--- src/rtl/updown_pulse_gen.sv ---
// Paced up/down pulse generator with a registered mirror of the downstream counter.
// Latency: handshake at edge k gives the first pulse in cycle k+1 and done_o after the last pulse.
// Backpressure: req_ready_o is high only in IDLE, and requests are ignored while busy. Build option: CLAMP_EN (saturating mirror).
module updown_pulse_gen #(
  parameter int WID = 4,
  parameter int GAP = 0
) (
  input  logic           clk_i,
  input  logic           rst_i,
  input  logic           req_valid_i,
  output logic           req_ready_o,
  input  logic           req_dir_i,
  input  logic [WID-1:0] req_cnt_i,
  output logic           up_o,
  output logic           down_o,
  output logic           busy_o,
  output logic           done_o,
  output logic           clamped_o,
  output logic [WID-1:0] mirror_o,
  output logic           full_o,
  output logic           empty_o
);

  typedef enum logic [1:0] {
    IDLE = 2'd0,
    STEP = 2'd1,
    WAIT = 2'd2,
    DONE = 2'd3
  } state_t;

  // The gap counter runs 0..GAP-1 in WAIT. It keeps at least one bit so that GAP=0 still elaborates.
  localparam int GW = (GAP > 1) ? $clog2(GAP) : 1;
  localparam logic [GW-1:0] GAP_LAST = GW'((GAP > 0) ? GAP - 1 : 0);

  state_t         state, state_nxt;
  logic [WID-1:0] remaining, remaining_nxt;
  logic [WID-1:0] mirror, mirror_nxt;
  logic           dir, dir_nxt;
  logic [GW-1:0]  gap_cnt, gap_cnt_nxt;

  // sat_now: the pulse of the current STEP cycle would overrun the mirror.
  // sat_nxt: the same test for the STEP cycle that is about to start.
  logic           sat_now;
  logic           sat_nxt;

  logic           up_q, down_q, done_q;

`ifdef CLAMP_EN
  logic           clamp_hit, clamp_hit_nxt;
  logic           clamped_q;

  assign sat_now = (state == STEP) && (dir ? (&mirror) : (mirror == '0));
  assign sat_nxt = (state_nxt == STEP) && (dir_nxt ? (&mirror_nxt) : (mirror_nxt == '0));
`else
  assign sat_now = 1'b0;
  assign sat_nxt = 1'b0;
`endif

  // State register and request/mirror bookkeeping
  always_ff @(posedge clk_i or posedge rst_i) begin
    if (rst_i) begin
      state     <= IDLE;
      remaining <= '0;
      mirror    <= '0;
      dir       <= 1'b0;
      gap_cnt   <= '0;
    end else begin
      state     <= state_nxt;
      remaining <= remaining_nxt;
      mirror    <= mirror_nxt;
      dir       <= dir_nxt;
      gap_cnt   <= gap_cnt_nxt;
    end
  end

  // Next-state logic. The mirror moves at the edge that ends the pulse cycle.
  always_comb begin
    state_nxt     = state;
    remaining_nxt = remaining;
    mirror_nxt    = mirror;
    dir_nxt       = dir;
    gap_cnt_nxt   = gap_cnt;
`ifdef CLAMP_EN
    clamp_hit_nxt = clamp_hit;
`endif
    case (state)
      IDLE: begin
        if (req_valid_i) begin
          dir_nxt     = req_dir_i;
          gap_cnt_nxt = '0;
`ifdef CLAMP_EN
          clamp_hit_nxt = 1'b0;
`endif
          if (req_cnt_i == '0) begin
            remaining_nxt = '0;
            state_nxt     = DONE;
          end else begin
            remaining_nxt = req_cnt_i;
            state_nxt     = STEP;
          end
        end
      end
      STEP: begin
        if (sat_now) begin
          // The pulse is suppressed and the rest of the request is dropped.
          remaining_nxt = '0;
          state_nxt     = DONE;
`ifdef CLAMP_EN
          clamp_hit_nxt = 1'b1;
`endif
        end else begin
          remaining_nxt = remaining - 1'b1;
          mirror_nxt    = dir ? (mirror + 1'b1) : (mirror - 1'b1);
          gap_cnt_nxt   = '0;
          if (remaining == WID'(1)) begin
            state_nxt = DONE;
          end else if (GAP > 0) begin
            state_nxt = WAIT;
          end else begin
            state_nxt = STEP;
          end
        end
      end
      WAIT: begin
        if (gap_cnt == GAP_LAST) begin
          state_nxt = STEP;
        end else begin
          gap_cnt_nxt = gap_cnt + 1'b1;
        end
      end
      DONE: begin
        state_nxt = IDLE;
      end
      default: begin
        state_nxt = IDLE;
      end
    endcase
  end

  // Pulse and done flags are registered one edge ahead of the state they belong to.
  always_ff @(posedge clk_i or posedge rst_i) begin
    if (rst_i) begin
      up_q   <= 1'b0;
      down_q <= 1'b0;
      done_q <= 1'b0;
    end else begin
      up_q   <= (state_nxt == STEP) && dir_nxt && !sat_nxt;
      down_q <= (state_nxt == STEP) && !dir_nxt && !sat_nxt;
      done_q <= (state_nxt == DONE);
    end
  end

`ifdef CLAMP_EN
  // The clamp flag is kept for the whole request and reported alongside done.
  always_ff @(posedge clk_i or posedge rst_i) begin
    if (rst_i) begin
      clamp_hit <= 1'b0;
      clamped_q <= 1'b0;
    end else begin
      clamp_hit <= clamp_hit_nxt;
      clamped_q <= (state_nxt == DONE) && clamp_hit_nxt;
    end
  end

  assign clamped_o = clamped_q;
`else
  assign clamped_o = 1'b0;
`endif

  assign up_o        = up_q;
  assign down_o      = down_q;
  assign done_o      = done_q;
  assign busy_o      = (state != IDLE);
  assign req_ready_o = (state == IDLE);
  assign mirror_o    = mirror;
  assign full_o      = &mirror;
  assign empty_o     = (mirror == '0);

  // Structural invariants of the pulse outputs
  pulse_exclusive: assert property (@(posedge clk_i) disable iff (rst_i) !(up_o && down_o));
  pulse_in_busy:   assert property (@(posedge clk_i) disable iff (rst_i) (up_o || down_o) |-> busy_o);
  done_in_busy:    assert property (@(posedge clk_i) disable iff (rst_i) done_o |-> busy_o);

endmodule
--- config.mk ---
export PLATFORM = sky130hd
export DESIGN_NAME = updown_pulse_gen
export DESIGN_NICKNAME = d
export VERILOG_FILES = /design/src/rtl/updown_pulse_gen.sv
export SDC_FILE = /design/constraint.sdc
export NUM_CORES = 1
export LEC_CHECK = 0
export CAP_MARGIN = 25
export CORE_MARGIN = 4
export CORE_UTILIZATION = 28
export CTS_BUF_LIST = sky130_fd_sc_hd__clkbuf_8
export DETAILED_ROUTE_END_ITERATION = 10
export MAX_ROUTING_LAYER = met4
export SLEW_MARGIN = 20
export SYNTH_ARGS = -nofsm -noshare
export SYNTH_HDL_FRONTEND = slang
export SYNTH_SLANG_ARGS = --single-unit
--- constraint.sdc ---
create_clock -name clk_i -period 3.8 [get_ports clk_i]
set_clock_uncertainty 0.15 [all_clocks]
set_input_delay 0.76 -clock clk_i [delete_from_list [all_inputs] [get_ports clk_i]]
set_output_delay 0.76 -clock clk_i [all_outputs]
set_load 0.05 [all_outputs]
==> results of run 1 <==
layout by cell type, fill, tap and decap left out, drive strengths merged, types with 2 or more instances in the layout:
master / Yosys / layout
clkdlybuf4s50: 0 / 18
dfrtp: 14 / 14
inv: 9 / 9
a21oi: 8 / 8
ha: 6 / 6
nor2: 4 / 4
clkbuf: 0 / 4
o22ai: 4 / 4
o21ai: 4 / 4
nand3: 3 / 3
nand2: 2 / 2
a31oi: 2 / 2
mux2: 2 / 2
nor4: 2 / 2
xnor2: 2 / 2
nor3: 2 / 2
path summary, 6_finish.rpt:
kind / endpoint / startpoint / cells past startpoint
hold reg to reg: mirror_o[3] / mirror_o[3] / 1
max in group asynchronous: mirror_o[1] / rst_i / 2
setup reg to reg: done_o / state[0] / 6
min in group asynchronous: mirror_o[0] / rst_i / 2
hold / removal: mirror_o[3] / mirror_o[3] / 1
setup / recovery: busy_o / state[0] / 4
flip-flops by register name, indices dropped and copies added (netlist names):
signal	cells
mirror_o	4
up_o	1
state	2
done_o	1
down_o	1
remaining	4
dir	1
through the flow:
step	instances	total power, mW	hold WS, ns
floorplan	80	0.790	0.367
global placement	126	0.947	0.356
detailed placement	126	0.959	0.372
CTS	130	1.11	0.380
global route	130	1.19	0.396
finish	130	1.10	0.374
cell type report:
| type | count | share of cell area |
|---|---|---|
| Multi-Input combinational cell | 54 | 0.378 |
| Inverter | 9 | 0.0320 |
| Sequential cell | 14 | 0.331 |
| Timing Repair Buffer | 18 | 0.170 |
| Tap cell | 31 | 0.0367 |
| Clock buffer | 4 | 0.0521 |
where the power goes:
group / total, mW / leakage (nW) / switching (mW) / internal (mW)
registers: 0.292 / 0.165 / 0.0670 / 0.225
logic: 0.663 / 0.259 / 0.399 / 0.263
clock network: 0.149 / 0.0288 / 0.0567 / 0.0920
metal layers:
metal	share of wire	wire length, um
met5	0	0
met4	0.025	41
met3	0.041	66
met2	0.45	729
met1	0.48	783
worst max-delay path, stage by stage, from the launching register on:
cell	delay [ns]
sky130_fd_sc_hd__dfrtp_1	0.38
sky130_fd_sc_hd__inv_1	0.06
sky130_fd_sc_hd__ha_1	0.30
sky130_fd_sc_hd__inv_1	0.17
sky130_fd_sc_hd__clkdlybuf4s50_1	0.83
kinds of logic after synthesis:
family,synth area share
simple gates,0.157
other cells,0.00465
mux,0.0403
buf+inv,0.0713
compound gates,0.143
xor+xnor,0.0326
fa+ha+maj,0.118
flops,0.434
==> impl_metrics.yaml, run 1 <==
run_status:
  run_status: "completed"
power:
  static-leakage-power_nw: 0.453
  pwr_density_cell_nw_per_um2: 1040
  peakVddDrop_mv: 0.561
logic_synthesis:
  synth_area_per_cell_um2: 10.1
  async_flop_share: 1.00
  ys.warnings.count: 0
  post-synth-top-area-fraction: 0.434
  synth.cells.most_frequent: "sky130_fd_sc_hd__dfrtp_1, sky130_fd_sc_hd__a21oi_1, sky130_fd_sc_hd__inv_1"
  cell_area_after_synthesis_um2: 807
  post-synth-top-count-cell: "sky130_fd_sc_hd__dfrtp_1"
  synth_edf_count: 0
  yosysSeqAreaShare: 0.434
  number_of_synthesized_register_bits: 14
  synth_top_cell_by_area: "sky130_fd_sc_hd__dfrtp_1"
  gate_count_after_technology_mapping: 80
  yosys-top-cells-area: "sky130_fd_sc_hd__dfrtp_1, sky130_fd_sc_hd__ha_1, sky130_fd_sc_hd__a21oi_1, sky130_fd_sc_hd__inv_1, sky130_fd_sc_hd__mux2_2"
  post_synth_num_cell_types: 34
  ys_dominant_reg_cell: "sky130_fd_sc_hd__dfrtp_1"
  synth_fp_nets: 95
floorplan:
  floorplan.die_area_um2: 3810
  io_pins: 20
  standard_cell_core_area_um2: 2760
  row_count: 19
  floorplan_die_height_um: 61.7
  dieWidth_um: 61.7
  initial_core_util: 0.293
setup_path:
  timing.critical_path.required_ns: 2.89
  timing.critical_path.from_type: "flip-flop"
  crit_arrival_ns: 1.99
  worst_setup_path_end_kind: "output port"
  register_to_register_path_setup_slack_ns: 1.98
  worst-setup-path-type: "flip-flop to output port"
  critical_path_peak_fanout: 9
global_routing:
  grt_busiest_layer: "met2"
  grt_max_degree: 15
  grt_antenna_before_repair: 0
  grt_pass1_wl_mm: 2.89
  m1_gr_usage: 0.135
  grt_util_met2: 0.155
  grt_pass1_vias: 665
  gr-usage-met3: 0.0294
  grt_overflow_total: 0
  gr-usage-all-layers: 0.108
timing:
  grt_setup_unrepaired: "no"
  finalSetupViolations: 0
  setup_ws_post_layout_ns: 0.901
  max_freq_mhz: 345
  totalNegativeSetupSlack_ns: 0
  worst_margin_slew_ns: 0.540
  report.final.slew_viol_count: 0
  slew-limit-headroom: 0.639
  final.period_utilization: 0.763
  finalHoldViolations: 0
  crit_path_time_final_ns: 2.90
final_layout:
  fill_cells: 276
  multi_input_comb_area_um2: 399
  final_nets: 115
  drive_above_1_share: 0.121
  final_util: 0.383
  final_area_um2: 1060
  antenna_cells_inserted: 0
  area_grow_syn2layout_pct: 31.0
  register_area_um2: 350
routing:
  number_of_design_rule_violations_left_by_the_first_detailed_router_iteration: 26
  wl_mm: 1.62
  detail-route-antenna-nets: 0
  drt-vias-per-instance: 4.78
  detail_route.first_pass.iterations: 4
  route.detailed.wl_per_inst_um: 12.5
  vias: 622
  route.detailed.drc: 0
placement:
  detailedPlacementHpwl_mm: 1.22
  finalWeightedCongestion: 0.831
  port_buffers: 18
  area_after_dpl_um2: 1000
  placement.setup.worst_slack_ns: 1.18
clocking:
  cts_repair_resize_count: 0
  number_of_buffers_added_to_fix_hold_violations_after_cts: 0
  clock-root-buffer: "sky130_fd_sc_hd__clkbuf_8"
  clk_transition_reported_paths_ns: 0.06
  htree_levels: 1
  cts_tree: "done"
  post_cts.repair.setup_buffers: 0
  cts-root-to-sink-buffers: 2
  clock_latency_ns: 0.25
  cts-buffers-inserted: 3
  cts.sinks: 14
worst_hold_path:
  path_class_of_the_lowest_slack_min_delay_path: "flip-flop to flip-flop"
job:
  cap_violations: 0
Note: power is estimated with default switching activity, not from simulation.
==> run 2: changes to the inputs <==
==> constraint.sdc (replaced) <==
create_clock -name clk_i -period 2.7 [get_ports clk_i]
set_clock_uncertainty 0.15 [all_clocks]
set_input_delay 0.54 -clock clk_i [delete_from_list [all_inputs] [get_ports clk_i]]
set_output_delay 0.54 -clock clk_i [all_outputs]
set_load 0.05 [all_outputs]
==> impl_metrics.yaml, run 2 (synthesis gave the netlist of run 1 again) <==
final_layout:
  antenna_cells_inserted: 0
  leading_cell_type_in_the_layout_fill_and_taps_excluded: "sky130_fd_sc_hd__clkdlybuf4s50_1"
  area_grow_syn2layout_pct: 31.5
  drive_above_1_share: 0.141
  final_nets: 115
  mostFrequentLayoutCells: "sky130_fd_sc_hd__clkdlybuf4s50_1, sky130_fd_sc_hd__dfrtp_1, sky130_fd_sc_hd__a21oi_1, sky130_fd_sc_hd__inv_1, sky130_fd_sc_hd__ha_1"
routing:
  drt-vias-per-instance: 4.79
  wl_mm: 1.61
  number_of_design_rule_violations_left_by_the_first_detailed_router_iteration: 17
  detail_route.first_pass.iterations: 4
  detail-route-antenna-nets: 0
  vias: 623
  route.detailed.drc: 0
  route.detailed.wl_per_inst_um: 12.4
worst_hold_path:
  path_class_of_the_lowest_slack_min_delay_path: "flip-flop to flip-flop"
placement:
  port_buffers: 18
  finalWeightedCongestion: 0.766
  detailedPlacementHpwl_mm: 1.25
floorplan:
  dieWidth_um: 61.7
  floorplan_die_height_um: 61.7
  row_count: 19
  standard_cell_core_area_um2: 2760
  io_pins: 20
  floorplan.die_area_um2: 3810
  initial_core_util: 0.293
timing:
  final.period_utilization: 0.965
  max_freq_mhz: 384
  totalNegativeSetupSlack_ns: 0
  worst_margin_slew_ns: 0.550
  timing.hold.ws_ns: 0.391
  grt_setup_unrepaired: "no"
  finalSetupViolations: 0
  crit_path_time_final_ns: 2.60
  finalHoldViolations: 0
  report.final.slew_viol_count: 0
  slew-limit-headroom: 0.633
setup_path:
  critical_path_peak_fanout: 9
  worst_setup_path_end_kind: "output port"
  timing.critical_path.required_ns: 2.01
  worst-setup-path-type: "flip-flop to output port"
  crit_arrival_ns: 1.91
  register_to_register_path_setup_slack_ns: 0.88
  timing.critical_path.from_type: "flip-flop"
global_routing:
  grt_antenna_before_repair: 0
  gr-usage-all-layers: 0.101
  grt_overflow_total: 0
  grt_pass1_wl_mm: 2.73
  grt_max_degree: 15
  grt_pass1_vias: 609
clocking:
  clock_latency_ns: 0.24
  cts-buffers-inserted: 3
  cts.sinks: 14
  cts_repair_resize_count: 0
  clock-root-buffer: "sky130_fd_sc_hd__clkbuf_8"
  number_of_buffers_added_to_fix_hold_violations_after_cts: 0
  cts_tree: "done"
  htree_levels: 1
  post_cts.repair.setup_buffers: 0
  clk_transition_reported_paths_ns: 0.06
  cts-root-to-sink-buffers: 2
job:
  cap_violations: 0
run_status:
  run_status: "completed"
run 2: metrics by stage:
step,worst slack (ns),cells,area [um2],util
3_3_place_gp,0.394,126,1010,0.365
2_1_floorplan,0.341,80,813,-
4_1_cts,0.0928,130,1060,0.385
3_5_place_dp,0.371,126,1010,0.365
5_1_grt,0.0224,130,1060,0.385
6_report,0.0950,130,1060,0.385
run 2: critical path: stages, from the launching register on:
cell                              delay [ns]
sky130_fd_sc_hd__dfrtp_1                0.41
sky130_fd_sc_hd__inv_1                  0.07
sky130_fd_sc_hd__ha_1                   0.33
sky130_fd_sc_hd__clkdlybuf4s50_1        0.87
run 2: layout make-up:
class                           instances  area, um2
Sequential cell                        14        350
Tap cell                               31       38.8
Fill cell                             286       1700
Timing Repair Buffer                   18        178
Clock buffer                            4       55.1
Multi-Input combinational cell         54        405
Inverter                                9       33.8
run 2: routing by layer:
layer	global-route usage	wire [um]
met5	-	0
met3	0.0252	54
met2	0.151	775
met4	0.0364	18
met1	0.132	759
run 2: final timing paths:
check                             from           to  cells past startpoint
setup / recovery              state[0]  req_ready_o                      3
max in group asynchronous        rst_i  mirror_o[2]                      2
hold reg to reg            mirror_o[3]  mirror_o[3]                      1
min in group asynchronous        rst_i       done_o                      2
hold / removal             mirror_o[3]  mirror_o[3]                      1
setup reg to reg              state[0]       done_o                      6
Power of run 2 is left out: the tool's default activity adds up to more than one toggle a clock period on the data nets, which glitch-free logic cannot reach.
==> run 3: changes to the inputs <==
--- a/config.mk
+++ b/config.mk
@@ -10,6 +10,7 @@
 export CORE_UTILIZATION = 28
 export CTS_BUF_LIST = sky130_fd_sc_hd__clkbuf_8
 export DETAILED_ROUTE_END_ITERATION = 10
+export HOLD_SLACK_MARGIN = 0.12
 export MAX_ROUTING_LAYER = met4
 export SLEW_MARGIN = 20
 export SYNTH_ARGS = -nofsm -noshare
==> results of run 3 <==
Same layout as run 2: the final DEF is identical, and so are final timing and power.
Power of run 3 is left out for the same reason.
